$ cat src/rtl/clock_time_core_pkg.sv
// Shared types and constants for the HH:MM:SS time-of-day core.
// Set-mode FSM encoding, BCD moduli and a binary-to-BCD helper.
package clock_time_core_pkg;

  typedef enum logic [1:0] {
    ST_RUN      = 2'd0,
    ST_SET_HOUR = 2'd1,
    ST_SET_MIN  = 2'd2
  } state_t;

  localparam int MOD_60 = 60;
  localparam int MOD_24 = 24;

  function automatic logic [7:0] to_bcd(input int v);
    logic [3:0] t;
    logic [3:0] o;
    t = 4'(v / 10);
    o = 4'(v % 10);
    return {t, o};
  endfunction

endpackage

$ cat src/rtl/clock_time_core_bcd_mod_counter.sv
// Two-digit BCD counter, 00..MODULO-1, with clear and carry-out.
// Ports: CLK, RST (async low), CLR, INC, Q[7:0] {tens,ones}, CO.
module bcd_mod_counter
  import clock_time_core_pkg::*;
#(
  parameter int MODULO = MOD_60
) (
  input  logic       CLK,
  input  logic       RST,
  input  logic       CLR,
  input  logic       INC,
  output logic [7:0] Q,
  output logic       CO
);

  localparam logic [7:0] QMAX = to_bcd(MODULO - 1);

  logic [3:0] ones;
  logic [3:0] tens;
  logic       wrap;
  logic [7:0] q_nxt;

  assign ones = Q[3:0];
  assign tens = Q[7:4];

  // Packed BCD orders like binary while digits are valid, so a plain
  // compare finds the top value; bad digits also fold back to 00.
  assign wrap = (ones > 4'd9) || (tens > 4'd9) || (Q >= QMAX);

  always_comb begin
    q_nxt = Q;
    if (wrap) begin
      q_nxt = 8'h00;
    end else if (ones == 4'd9) begin
      q_nxt = {tens + 4'd1, 4'd0};
    end else begin
      q_nxt = {tens, ones + 4'd1};
    end
  end

  assign CO = INC && (Q == QMAX);

  always_ff @(posedge CLK or negedge RST) begin
    if (!RST) begin
      Q <= 8'h00;
    end else if (CLR) begin
      Q <= 8'h00;
    end else if (INC) begin
      Q <= q_nxt;
    end
  end

endmodule

$ cat src/rtl/clock_time_core.sv
// Time-of-day core: BCD HH:MM:SS, MODE/UP set FSM, 2 Hz field blink.
// Ports: CLK, RST, EN1HZ, SIG2HZ, MODE_BTN, UP_BTN -> *_BCD, BLANK_*, DAY_PULSE.
module clock_time_core
  import clock_time_core_pkg::*;
#(
  parameter int HOUR_MODULO = MOD_24
) (
  input  logic       CLK,
  input  logic       RST,
  input  logic       EN1HZ,
  input  logic       SIG2HZ,
  input  logic       MODE_BTN,
  input  logic       UP_BTN,
  output logic [7:0] HOUR_BCD,
  output logic [7:0] MIN_BCD,
  output logic [7:0] SEC_BCD,
  output logic       BLANK_H,
  output logic       BLANK_M,
  output logic       DAY_PULSE
);

  state_t state;

  logic run;
  logic set_h;
  logic set_m;
  logic tick;
  logic up_ok;
  logic sec_clr;
  logic sec_co;
  logic min_inc;
  logic min_co;
  logic hour_inc;
  logic hour_co;

  assign run   = (state == ST_RUN);
  assign set_h = (state == ST_SET_HOUR);
  assign set_m = (state == ST_SET_MIN);

  // MODE always wins: it discards a same-cycle tick or UP press.
  assign tick    = run & EN1HZ & ~MODE_BTN;
  assign up_ok   = UP_BTN & ~MODE_BTN;
  assign sec_clr = run & MODE_BTN;

  assign min_inc  = (tick & sec_co) | (set_m & up_ok);
  assign hour_inc = (tick & min_co) | (set_h & up_ok);

  bcd_mod_counter #(.MODULO(MOD_60)) u_sec (
    .CLK (CLK),
    .RST (RST),
    .CLR (sec_clr),
    .INC (tick),
    .Q   (SEC_BCD),
    .CO  (sec_co)
  );

  bcd_mod_counter #(.MODULO(MOD_60)) u_min (
    .CLK (CLK),
    .RST (RST),
    .CLR (1'b0),
    .INC (min_inc),
    .Q   (MIN_BCD),
    .CO  (min_co)
  );

  bcd_mod_counter #(.MODULO(HOUR_MODULO)) u_hour (
    .CLK (CLK),
    .RST (RST),
    .CLR (1'b0),
    .INC (hour_inc),
    .Q   (HOUR_BCD),
    .CO  (hour_co)
  );

  always_ff @(posedge CLK or negedge RST) begin
    if (!RST) begin
      state     <= ST_RUN;
      BLANK_H   <= 1'b0;
      BLANK_M   <= 1'b0;
      DAY_PULSE <= 1'b0;
    end else begin
      BLANK_H   <= set_h & SIG2HZ;
      BLANK_M   <= set_m & SIG2HZ;
      // Hour wrap in set mode is not a day rollover.
      DAY_PULSE <= hour_co & tick;
      if (MODE_BTN) begin
        unique case (state)
          ST_RUN:      state <= ST_SET_HOUR;
          ST_SET_HOUR: state <= ST_SET_MIN;
          default:     state <= ST_RUN;
        endcase
      end
    end
  end

endmodule

$ cat config.mk
export PLATFORM = sky130hd
export DESIGN_NAME = clock_time_core
export DESIGN_NICKNAME = d
export VERILOG_FILES = /design/src/rtl/clock_time_core_pkg.sv /design/src/rtl/clock_time_core_bcd_mod_counter.sv /design/src/rtl/clock_time_core.sv
export SDC_FILE = /design/constraint.sdc
export NUM_CORES = 1
export LEC_CHECK = 0
export ABC_AREA = 0
export CORE_MARGIN = 2
export CORE_UTILIZATION = 45
export DETAILED_ROUTE_END_ITERATION = 6
export PLACE_DENSITY_LB_ADDON = 0.05
export SETUP_SLACK_MARGIN = 0.1
export SKIP_LAST_GASP = 1
export SLEW_MARGIN = 20
export SYNTH_ARGS = -nofsm -noshare
export SYNTH_HDL_FRONTEND = slang
export SYNTH_SLANG_ARGS = --single-unit
$ cat constraint.sdc
create_clock -name CLK -period 1.9 [get_ports CLK]
set_clock_uncertainty 0.2 [all_clocks]
set_input_delay 0.38 -clock CLK [delete_from_list [all_inputs] [get_ports CLK]]
set_output_delay 0.38 -clock CLK [all_outputs]
set_load 0.05 [all_outputs]
## Word level (Yosys, flattened, before mapping)

Cells that the tools add are included.

- Logic and storage cells: 73
- Bits of input ports: 6
- Output and inout bits: 27
- RAM bits: 0
- Memories: 0
- Bits in registers: 29
- Memory bits (read-only): 0
- Bits in latches: 0

- Multipliers: 0
- Reduce and logical (&&, ||, !) cells: 17
- Shift operators: 0
- Mux-type cells: 9
- Equal/unequal tests: 8
- Magnitude comparators: 9
- Add/sub/neg operators: 6
- Bitwise gates (word level): 14
- Div/mod/pow operators: 0

Operators by type and width:

| cell | count |
|---|---|
| 8-bit two-way mux | 8 |
| 4-bit by 1-bit adder with 4-bit output (second input constant) | 6 |
| 4-bit greater-than comparator (second input constant) | 6 |
| 8-bit by 7-bit equality test with 1-bit output (second input constant) | 2 |
| 8-bit by 7-bit greater-or-equal comparator with 1-bit output (second input constant) | 2 |
| 4-bit equality test (second input constant) | 3 |
| 1-bit AND | 11 |
| 8-bit by 6-bit equality test with 1-bit output (second input constant) | 1 |
| 8-bit by 6-bit greater-or-equal comparator with 1-bit output (second input constant) | 1 |
| 1-bit logical OR | 6 |
| 2-bit AND reduction | 3 |
| 2-bit nonzero test | 3 |
| 2-bit case mux with 2 select lines | 1 |
| 1-bit logical AND | 3 |
| 3-bit nonzero test | 1 |
| 2-bit by 1-bit equality test with 1-bit output (second input constant) | 1 |
| 2-bit equality test (second input constant) | 1 |
| 2-bit logical NOT | 1 |
| 1-bit bitwise OR | 2 |
| 1-bit NOT | 1 |

## Depth between registers and ports, before layout

- Depth in word-level cells: 11
- Mapped depth: 8
- Gate-level depth less buffers: 7

## Cells and area by module

A second synthesis with hierarchy kept.

- Cell total of the unflattened synthesis: 188
- Area total of the unflattened synthesis: 1,824.2 um^2

Modules (own cells, without submodules):

| module | area each (um^2) | times used | cells each | seq. area each (um^2) |
|---|---|---|---|---|
| bcd_mod_counter (u_min ...) | 548.0 | 2 | 58 | 200.2 |
| bcd_mod_counter (u_hour) | 454.2 | 1 | 48 | 200.2 |
| clock_time_core | 274.0 | 1 | 24 | 125.1 |

## Worst setup path after synthesis

No wires, ideal clock.

- Path type: reg-to-reg
- From: register u_sec.Q[5]
- To: register u_sec.Q[1]
- Buffers on the path: 0
- Library setup time: 0.111 ns
- Data arrival time: 1.982 ns
- Stages on the path, launching flop included: 7
- Clock period less this slack: 2.293 ns
- Path slack: -0.393 ns
- Required time: 1.589 ns
- Cells stage by stage: dfrtp_1 inv_1 ha_1 and3b_1 a311oi_4 nand2_1 o41ai_1

- Longest elaborated chain between the ends: 6
- Elaborated cells between the ends (all ways): 7

Ends and longest elaborated chain:

| item | line | RTL |
|---|---|---|
| start: declaration | clock_time_core_bcd_mod_counter.sv:12 | `output logic [7:0] Q,` |
| start signal: assignment | clock_time_core_bcd_mod_counter.sv:49 | `Q <= q_nxt;` |
| branches (longest 2 deep; another with 8-bit by 7-bit greater-or-equal comparator with 1-bit output) | -- |  |
| 1-bit logical OR (*) | clock_time_core_bcd_mod_counter.sv:28 | `assign wrap = (ones > 4'd9) \|\| (tens > 4'd9) \|\| (Q >= QMAX);` |
| 8-bit two-way mux (*) | clock_time_core_bcd_mod_counter.sv:32 | `if (wrap) begin` |
| 8-bit two-way mux (*) | clock_time_core_bcd_mod_counter.sv:48 | `end else if (INC) begin` |
| 8-bit two-way mux (*) | clock_time_core_bcd_mod_counter.sv:46 | `end else if (CLR) begin` |

Mark *: on every way between the ends. The select of a mux whose other input is x is not followed.
A chain may end at the register's enable or synchronous reset.

## Final worst setup path

- From: register state[0]
- To: register u_hour.Q[4]

- Longest elaborated chain between the ends: 10
- Elaborated cells between the ends (all ways): 14

Ends and longest elaborated chain:

| item | line | RTL |
|---|---|---|
| start: declaration | clock_time_core.sv:22 | `state_t state;` |
| start signal: assignment | clock_time_core.sv:77 | `state <= ST_RUN;` |
| start signal: assignment | clock_time_core.sv:88 | `ST_RUN: state <= ST_SET_HOUR;` |
| start signal: assignment | clock_time_core.sv:89 | `ST_SET_HOUR: state <= ST_SET_MIN;` |
| 2-bit logical NOT | clock_time_core.sv:36 | `assign run = (state == ST_RUN);` |
| 1-bit AND (2 in series) | clock_time_core.sv:41 | `assign tick = run & EN1HZ & ~MODE_BTN;` |
| 1-bit logical AND | clock_time_core_bcd_mod_counter.sv:41 | `assign CO = INC && (Q == QMAX);` |
| 1-bit AND | clock_time_core.sv:45 | `assign min_inc = (tick & sec_co) \| (set_m & up_ok);` |
| 1-bit bitwise OR | clock_time_core.sv:45 |  |
| 1-bit logical AND | clock_time_core_bcd_mod_counter.sv:41 |  |
| 1-bit AND | clock_time_core.sv:46 | `assign hour_inc = (tick & min_co) \| (set_h & up_ok);` |
| 1-bit bitwise OR (*) | clock_time_core.sv:46 |  |
| 2-bit AND reduction (no line) (*) | -- |  |
| end signal: assignment | clock_time_core_bcd_mod_counter.sv:49 |  |
| end: declaration | clock_time_core_bcd_mod_counter.sv:12 |  |

Every way passes the cells marked *; elsewhere a longest branch is shown, timed or not.

==> summary.md <==
| Metric | Value |
|---|---|
| Syn nets | `184` |
| I/O pins | `33` |
| CTS Buf Count | `5` |
| Largest stage delay on the critical path | `400 ps` |
| Critical path origin | `state[0]$_DFFE_PN0P_` |
| Final setup vio count | `9` |
| RSZ-0062 raised after global routing | `true` |
| Row count | `22` |
| CP dominant cell by count | `buf_4` |
| DRT Wirelength | `4614 um` |
| Antenna Nets Post-Route | `0` |
| Endpoints failing hold | `0` |
| Nets | `266` |
| R2R depth | `7` |
| Post-Synth Simple-Gate Area | `20.97%` |
| WL/cell | `15.38 um` |
| Area grow syn2layout | `67.94%` |
| Die W | `64.93 um` |
| Worst skew pair latency | `280 ps` |
| VDD IR max | `1028 uV` |
| Failing checks | `setup timing` |
| WP depth | `7` |
| Pre-CTS setup slack | `-526.7 ps` |
| Final Util | `about 80%` |
| Fraction of final layout cells sized beyond drive strength 1 | `54.76%` |
| Synth Area in Adders | `under 10%` |
| Die Area | `4215 um^2` |
| First-pass GRT wire length | `7465 um` |
| Gpl congestion | `between 0.8 and 0.9` |
| CP delay by family, top | `simple AND/OR/NAND/NOR gates` |
| Worst R2R Start | `state[0]$_DFFE_PN0P_` |
| Vias | `1,689` |
| Final worst slack | `-101.3 ps` |
| Critical path arrival | `roughly 2000 ps` |
| DP Area | `2511 um^2` |
| Synth area leader | `dfrtp_1` |
| Commonest non-fill, non-tap cell in the layout | `buf_4` |
| Synth Instances | `169` |
| Sink Count | `29` |
| Port-buffer cells | `32` |
| Leak pwr | `1.288 nW` |
| Startpoint class of the critical path | `flip-flop` |
| Ranking of synthesized cells by area | `dfrtp_1 43%, ha_1 6.7%, o21ai_0 3.9%` |
| Power Total | `0.004451 W` |
| Drt first pass iters | `4` |
| WP buf/inv | `2` |
| Post-synth top area share | `43.45%` |
| Post-synth ARST share | `100.0%` |
| Netlist cell types | `51` |
| Antenna fix cells | `0` |
| Internal reg-to-reg setup slack | `-100 ps` |
| Root Driver | `clkbuf_8` |
| Synth Flop Type | `dfrtp_1` |
| Mux cell area share after synthesis | `2.547%` |
| Final Max Tran Viols | `0` |
| Largest family of logic cells by synthesized area | `compound AO/OA/AOI/OAI gates` |
| Worst path slowest cell | `dfrtp_1` |
| Pin slew with the least headroom to its limit | `between 400 and 500 ps` |
| Clk pin slew, worst setup/hold paths | `60 ps` |
| Total track usage | `23.08%` |
| Max cap viols | `0` |
| Hold_buf cts | `0` |
| Fin crit period | `2001 ps` |
| Worst setup path endpoint | `u_hour.Q[4]$_DFFE_PN0P_` |
| Drc violations | `0` |
| CTS tree | `yes` |
| Commonest non-fill, non-tap cells in the layout | `54 x buf_4, 17 x buf_12, 16 x dfrtp_1` |
| Mapped cell area | `1670 um^2` |
| Crit Reg-Reg Endpoint | `u_hour.Q[4]$_DFFE_PN0P_` |
| Power Density | `1587 nW/um^2` |
| CP Max Fanout | `3` |
| Die span in y | `64.93 um` |
| Largest net degree at the start of global routing | `30` |
| Synth Register Bits | `29` |
| CP Class | `flip-flop to flip-flop` |
| Xor/xnor share of the synthesized area | `0%` |
| Critical Path, Cell by Cell | `buf_4, nor4bb_1, buf_4, a21o_1, a21oi_2, or3b_4, mux2i_1` |
| Vias in the first global route | `1,685` |
| Initial antenna violation count | `0` |
| Starting density of the core | `a little under half` |
| Critical path required time | `1900 ps` |
| Post-synth EDFFs | `0` |
| Seq/Total Area, Yosys | `43.45%` |
| Max Root-Sink Buffers | `2` |
| Yosys warns | `0` |
| Rel. slew slack | `between 70% and 80%` |
| Htree depth | `2` |
| Via density | `roughly 5.6` |
| Avg Inst Size Synth | `~9.9 um^2` |
| Area fraction in compound gates after synthesis | `21.27%` |
| Hold Crit Class | `primary input to asynchronous set/reset pin` |
| DRT iter0 DRCs | `131` |
| Core box area | `3606 um^2` |
| Total grt overflow | `0` |
| Worst Setup End Kind | `flip-flop` |
| Status | `finished, violations left` |
| Fin area | `2805 um^2` |
| Detailed Place HPWL | `3078 um` |
| Final period util | `105.3%` |
| Fmax achieved | `499.7 MHz` |
## cells by family (layout without fill, tap and decap cells)
| group | Yosys count | in the layout |
|---|---|---|
| AND/OR/NAND/NOR | 57 | 57 |
| AO/OA/AOI/OAI | 50 | 50 |
| flip-flops | 29 | 29 |
| buffers and inverters | 20 | 103 |
| adder cells (fa/ha/maj) | 9 | 9 |
| multiplexers | 4 | 4 |
## power breakdown
| group | total (W) | internal [W] | switching [W] |
|---|---|---|---|
| Sequential | 0.000994 | 0.000814 | 0.000181 |
| Clock | 0.000491 | 0.000253 | 0.000238 |
| Combinational | 0.00296 | 0.00135 | 0.00161 |
## worst register-to-register path: stages, from the launching register on
cell and delay (ps):
dfrtp_1 400, buf_4 150, nor4bb_1 330, buf_4 180
a21o_1 90, a21oi_2 60, or3b_4 370, mux2i_1 140
## cells in the mapped netlist (all sizes together), types with 2 or more instances
| cell | instances |
|---|---|
| nand3 | 6 |
| nor4 | 2 |
| clkbuf | 3 |
| ha | 9 |
| mux2i | 2 |
| dfrtp | 29 |
| nor3 | 7 |
| a31oi | 3 |
| a21oi | 10 |
| a21o | 3 |
| o21ai | 14 |
| a32o | 2 |
| o22ai | 4 |
| mux2 | 2 |
| nand2 | 16 |
| and2 | 5 |
| nor2 | 4 |
| buf | 2 |
| and4bb | 2 |
| and3b | 3 |
| a22o | 2 |
| inv | 15 |
| o41ai | 3 |
## worst min path at each step
stage                            start                       to  slack, ps  cells past startpoint
6_report                           RST   u_min.Q[1]$_DFFE_PN0P_        290                      2
5_1_grt                            RST   u_min.Q[1]$_DFFE_PN0P_        320                      2
4_1_cts                            RST     state[0]$_DFFE_PN0P_        300                      2
3_5_place_dp    u_sec.Q[7]$_DFFE_PN0P_   u_sec.Q[7]$_DFFE_PN0P_        330                      1
3_3_place_gp   u_hour.Q[6]$_DFFE_PN0P_  u_hour.Q[6]$_DFFE_PN0P_        330                      1
2_1_floorplan                      RST        BLANK_H$_DFF_PN0_       -120                      0
## state kept, by name, indices dropped and copies added (netlist names)
name and cells:
state 2, u_sec.Q 8, u_min.Q 8, u_hour.Q 8
BLANK_M 1, DAY_PULSE 1, BLANK_H 1
## final cells by class
class	instances	area, um^2
clock buffers	6	72.57
clock inverters	2	10.01
fillers	236	800.8
inverters	15	56.30
multi-input cells	120	1026
flip-flops and latches	29	742.0
well taps	48	60.06
repair buffers	80	838.3
## timing repair
action | in CTS | in global routing
setup buffers | 9 | 3
endpoints found under the hold margin | 0 | 0
pin swaps | 16 | 4
gates resized for setup | 26 | 8
endpoints found under the setup margin | 24 | 22
## per-layer routing
layer	part of all wire [%]	routed length (um)	track usage [%]
met1	41	1895	26.92
met2	52	2391	39.69
met3	5.1	237	6.250
met4	2.0	90	9.840
met5	0	0	0
## through the flow
stage | std cells | hold WS (ps) | setup TNS [ps]
final | 300 | 294.6 | -539.8
after global placement | 281 | 328.6 | -7178
after global routing | 300 | 315.6 | -1299
after CTS | 298 | 305.0 | -349.4
after floorplan | 169 | -115.6 | -750.6
after detailed placement | 281 | 329.9 | -8707
(Power assumes the default switching activity.)
